**src/rtl/reg_writeback_queue.sv**
```systemverilog
// Writeback queue for the 16 x 16-bit register file: buffers MEM/ALU writebacks in program
// order and drains one per cycle. Define WB_BYPASS_EN to enable the pending-write lookup ports.
module reg_writeback_queue #(
  parameter int DEPTH = 4,
  parameter int DW    = 16,
  parameter int AW    = 4
) (
  input  logic                     clk_i,
  input  logic                     rst_i,
  input  logic                     mem_valid_i,
  input  logic [AW-1:0]            mem_reg_i,
  input  logic [DW-1:0]            mem_data_i,
  output logic                     mem_ready_o,
  input  logic                     alu_valid_i,
  input  logic [AW-1:0]            alu_reg_i,
  input  logic [DW-1:0]            alu_data_i,
  output logic                     alu_ready_o,
  input  logic                     wb_stall_i,
  output logic                     wb_en_o,
  output logic [AW-1:0]            wb_reg_o,
  output logic [DW-1:0]            wb_data_o,
  output logic [$clog2(DEPTH):0]   count_o,
  input  logic [AW-1:0]            src1_reg_i,
  input  logic [AW-1:0]            src2_reg_i,
  output logic                     src1_hit_o,
  output logic [DW-1:0]            src1_data_o,
  output logic                     src2_hit_o,
  output logic [DW-1:0]            src2_data_o
);

  localparam int PW = $clog2(DEPTH);
  localparam int CW = PW + 1;

  logic [AW-1:0] reg_q  [DEPTH];
  logic [DW-1:0] data_q [DEPTH];
  logic [PW-1:0] head_q, head_d;
  logic [PW-1:0] tail_q, tail_d;
  logic [CW-1:0] count_q, count_d;

  logic          mem_enq, alu_enq, deq;
  logic [PW-1:0] alu_slot;

  // Readiness uses start-of-cycle occupancy; a same-cycle drain is deliberately not credited.
  assign mem_ready_o = (count_q < CW'(DEPTH));
  assign alu_ready_o = mem_valid_i ? (count_q <= CW'(DEPTH - 2)) : (count_q < CW'(DEPTH));

  // Register 0 is hardwired, so its writes are acknowledged but never stored.
  assign mem_enq  = mem_valid_i && mem_ready_o && (mem_reg_i != '0);
  assign alu_enq  = alu_valid_i && alu_ready_o && (alu_reg_i != '0);
  assign deq      = (count_q != '0) && !wb_stall_i;
  assign alu_slot = tail_q + PW'(mem_enq);

  assign wb_en_o   = deq;
  assign wb_reg_o  = (count_q != '0) ? reg_q[head_q]  : '0;
  assign wb_data_o = (count_q != '0) ? data_q[head_q] : '0;
  assign count_o   = count_q;

  always_comb begin
    head_d  = head_q + PW'(deq);
    tail_d  = tail_q + PW'(mem_enq) + PW'(alu_enq);
    count_d = count_q + CW'(mem_enq) + CW'(alu_enq) - CW'(deq);
  end

  always_ff @(posedge clk_i) begin
    if (rst_i) begin
      head_q  <= '0;
      tail_q  <= '0;
      count_q <= '0;
    end else begin
      head_q  <= head_d;
      tail_q  <= tail_d;
      count_q <= count_d;
      if (mem_enq) begin
        reg_q[tail_q]  <= mem_reg_i;
        data_q[tail_q] <= mem_data_i;
      end
      if (alu_enq) begin
        reg_q[alu_slot]  <= alu_reg_i;
        data_q[alu_slot] <= alu_data_i;
      end
    end
  end

`ifdef WB_BYPASS_EN
  // Walk from head to tail so the newest matching entry overrides older ones.
  always_comb begin
    src1_hit_o  = 1'b0;
    src1_data_o = '0;
    src2_hit_o  = 1'b0;
    src2_data_o = '0;
    for (int i = 0; i < DEPTH; i++) begin
      if (CW'(i) < count_q) begin
        if ((src1_reg_i != '0) && (reg_q[head_q + PW'(i)] == src1_reg_i)) begin
          src1_hit_o  = 1'b1;
          src1_data_o = data_q[head_q + PW'(i)];
        end
        if ((src2_reg_i != '0) && (reg_q[head_q + PW'(i)] == src2_reg_i)) begin
          src2_hit_o  = 1'b1;
          src2_data_o = data_q[head_q + PW'(i)];
        end
      end
    end
  end
`else
  logic unused_src;
  assign unused_src  = ^{src1_reg_i, src2_reg_i};
  assign src1_hit_o  = 1'b0;
  assign src1_data_o = '0;
  assign src2_hit_o  = 1'b0;
  assign src2_data_o = '0;
`endif

endmodule

```
**config.mk**
```make
export PLATFORM = sky130hd
export DESIGN_NAME = reg_writeback_queue
export DESIGN_NICKNAME = d
export VERILOG_FILES = /design/src/rtl/reg_writeback_queue.sv
export SDC_FILE = /design/constraint.sdc
export NUM_CORES = 1
export LEC_CHECK = 0
export CAP_MARGIN = 20
export CORE_ASPECT_RATIO = 0.7
export CORE_MARGIN = 10
export CORE_UTILIZATION = 54
export DETAILED_ROUTE_END_ITERATION = 10
export HOLD_SLACK_MARGIN = 0.05
export PLACE_DENSITY = 0.89
export SLEW_MARGIN = 20
export SYNTH_ARGS = -nofsm -noshare
export SYNTH_HDL_FRONTEND = slang
export SYNTH_SLANG_ARGS = --single-unit
```
**constraint.sdc**
```tcl
create_clock -name clk_i -period 8.7 [get_ports clk_i]
set_input_delay 2.175 -clock clk_i [delete_from_list [all_inputs] [get_ports clk_i]]
set_output_delay 2.175 -clock clk_i [all_outputs]
set_load 0.01 [all_outputs]
```
==> metrics.md <==
| Metric | Value |
|---|---|
| Outcome | completed |
| Vias in the first global route | 2946 |
| Initial antenna violation count | 0 |
| Sw Share | 0.3065 |
| Port bufs | 70 |
| Critical Path End Type | output pin |
| Synth warn | 0 |
| Post-synth top cells | 80 x edfxtp_1, 57 x mux2_2, 34 x buf_4, 23 x nor2b_1, 20 x mux4_2 |
| Power density over the cells | 260.4 mW/mm^2 |
| Initial Util | 0.5628 |
| Die ar. | 0.01314 mm^2 |
| Startpoint Class | primary input |
| Clock power share | 0.233 |
| GRT overflow | 0 |
| Layout cells sized above 1 | 0.3377 |
| Final Critical Period | 5871 ps |
| Worst hold slack | 677.6 ps |
| Total GRT Usage | 0.1551 |
| Worst Skew | 6.233 ps |
| Share of power burned in registers | 0.387 |
| Seq/Total Area, Yosys | 0.5285 |
| Ys async rst share | 0 |
| Req. time, crit path | 6530 ps |
| Die width | 132.8 um |
| Syn Std Cell Area | 0.004811 mm^2 |
| Setup TNS after final layout | 0 ps |
| DRT antenna net count | 0 |
| Nets@finish | 437 |
| Proportion of power drawn by combinational gates | 0.380 |
| First-pass GRT wire length | 15960 um |
| Worst VDD drop | 0.1394 mV |
| Hold-fix buffers at CTS | 0 |
| Max-slew violations | 0 |
| Final hold viol count | 0 |
| F_max | 170.3 MHz |
| Largest cells by area after synthesis | edfxtp_1 50%, mux2_2 13%, mux4_2 9.4% |
| Post-CTS setup buffers | 0 |
| Area delta synth->final | 20.62% |
| Maxcap violations | 0 |
| First drt pass iteration count | 4 |
| Layout fillers | 617 |
| Int Pwr | 1048 uW |
| DRT iter0 DRCs | 180 |
| Avg WL per Cell | 20.43 um |
| Total clock buffers created by CTS | 9 |
| Post-Syn Instances | 304 |
| Worst R2R Path Depth | 6 |
| Core Area | 0.008548 mm^2 |
| CTS tree | done |
| CTS Root Buffer Type | clkbuf_16 |
| Dpl cells | 486 |
| Netlist cell types | 36 |
| Clock Pin Slew Worst Setup and Hold Paths | 60 ps |
| Clk buf depth | 2 |
| CTS Sinks | 87 |
| Final cell count without fillers | 502 |
| Worst-Margin Slew | 1088 ps |
| Vias/cell | 5.430 |
| Largest net degree at the start of global routing | 22 |
| Num rows | 28 |
| Fin crit share | 0.6749 |
| Min-Delay Path Depth | 3 |
| Worst-path maximum fanout | 4 |
| Clock H-tree levels | 3 |
| GPL Wtd Cong | 0.7489 |
| Leak | 0.002069 uW |
| #FFs+latches synth | 87 |
| Routed WL | 10260 um |
| Worst Hold Class | reg -> reg |
| Most common cell in the netlist | edfxtp_1 |
| RSZ-0062 raised after global routing | false |
| Crit Path Category | in -> out |
| HPWL after DPL | 6990 um |
| CTS resizes | 0 |
| # diodes | 0 |
| Worst-Skew Late Latency | 340 ps |
| NetSw | 463.2 uW |
| DRC | 0 |
| Synth top area share | 0.4993 |
| Number of synthesized flops with an enable pin | 80 |
| PnR Total Power | 1511 uW |
| Ports | 113 |
| Top FF cell, synth | edfxtp_1 |
| Die Height | 98.97 um |
| Yosys top cell by area | edfxtp_1 |
| Via count | 2726 |
| Data arrival, critical path | 3700 ps |
| Max-Slew Margin vs Limit | 0.2738 |
| Final setup vio count | 0 |
| Mean post-synth cell area | 15.83 um^2 |
## cells by family after synthesis
| kind of cell | after synthesis | synth area share |
|---|---|---|
| flops | 87 | 0.5285 |
| xor+xnor | 4 | 0.007284 |
| mux | 100 | 0.2957 |
| simple gates | 44 | 0.05878 |
| other cells | 1 | 0.0007795 |
| fa+ha+maj | 7 | 0.02133 |
| compound gates | 5 | 0.009624 |
| buf+inv | 56 | 0.07802 |
## worst paths after layout
| check | slack [ps] | startpoint | endpoint |
|---|---|---|---|
| worst max register to register | 5550 | count_o[2] | data_q[2][3] |
| worst min register to register | 680 | count_o[0] | count_o[0] |
| worst min-delay path | 680 | count_o[0] | count_o[0] |
| worst max-delay path | 2830 | mem_valid_i | alu_ready_o |
## stage by stage
step	worst slack (ps)	utilization	area [um^2]
6_report	2829	0.6789	5803
2_1_floorplan	3591	-	4935
4_1_cts	2824	0.6789	5803
5_1_grt	2774	0.6789	5803
3_5_place_dp	2826	0.6470	5530
3_3_place_gp	2848	0.6470	5530
## sequential cells by signal (all words and copies together) (netlist names)
name and count:
reg_q 16, count_o 3, data_q 64, tail_q 2
head_q 2
## worst max-delay path, cell delays in order
cell and delay (ps):
clkdlybuf4s50_1 470, and2_1 210, or3_1 350, clkdlybuf4s50_1 490
## cell type report
cell class                 instances  area (um^2)  area share
clock buffer                       9        225.2     0.03881
clock inverter                     7        47.55    0.008193
inverter                           7        26.28    0.004528
multi-input combinational        194         2051      0.3534
sequential                        87         2542      0.4381
tap                              120        150.1     0.02587
timing repair buffer              78        760.7      0.1311
## power by group through the flow
stage	sequential, uW	combinational, uW	clock, uW
2_1_floorplan	573	360	0
3_3_place_gp	590	568	0
3_5_place_dp	594	576	0
4_1_cts	586	581	354
5_1_grt	594	617	369
6_report	585	574	352
## layer usage
metal | routed length [um] | global-route usage | vias to the layer above
met5 | 0 | 0 | -
met4 | 120 | 0.04553 | 0
met3 | 636 | 0.04919 | 9
met2 | 5271 | 0.2700 | 113
met1 | 4230 | 0.1804 | 1367
li1 | - | - | 1237
## cell usage in the layout (no fill, tap or decap), drive strengths merged, types with 3 or more instances in the layout
cell,n
buf,8
clkbuf,9
clkdlybuf4s50,70
clkinvlp,3
conb,34
dfxtp,7
edfxtp,80
ha,5
inv,9
mux2,80
mux4,20
nand2,3
nor2,6
nor2b,23
(Power assumes the default switching activity.)
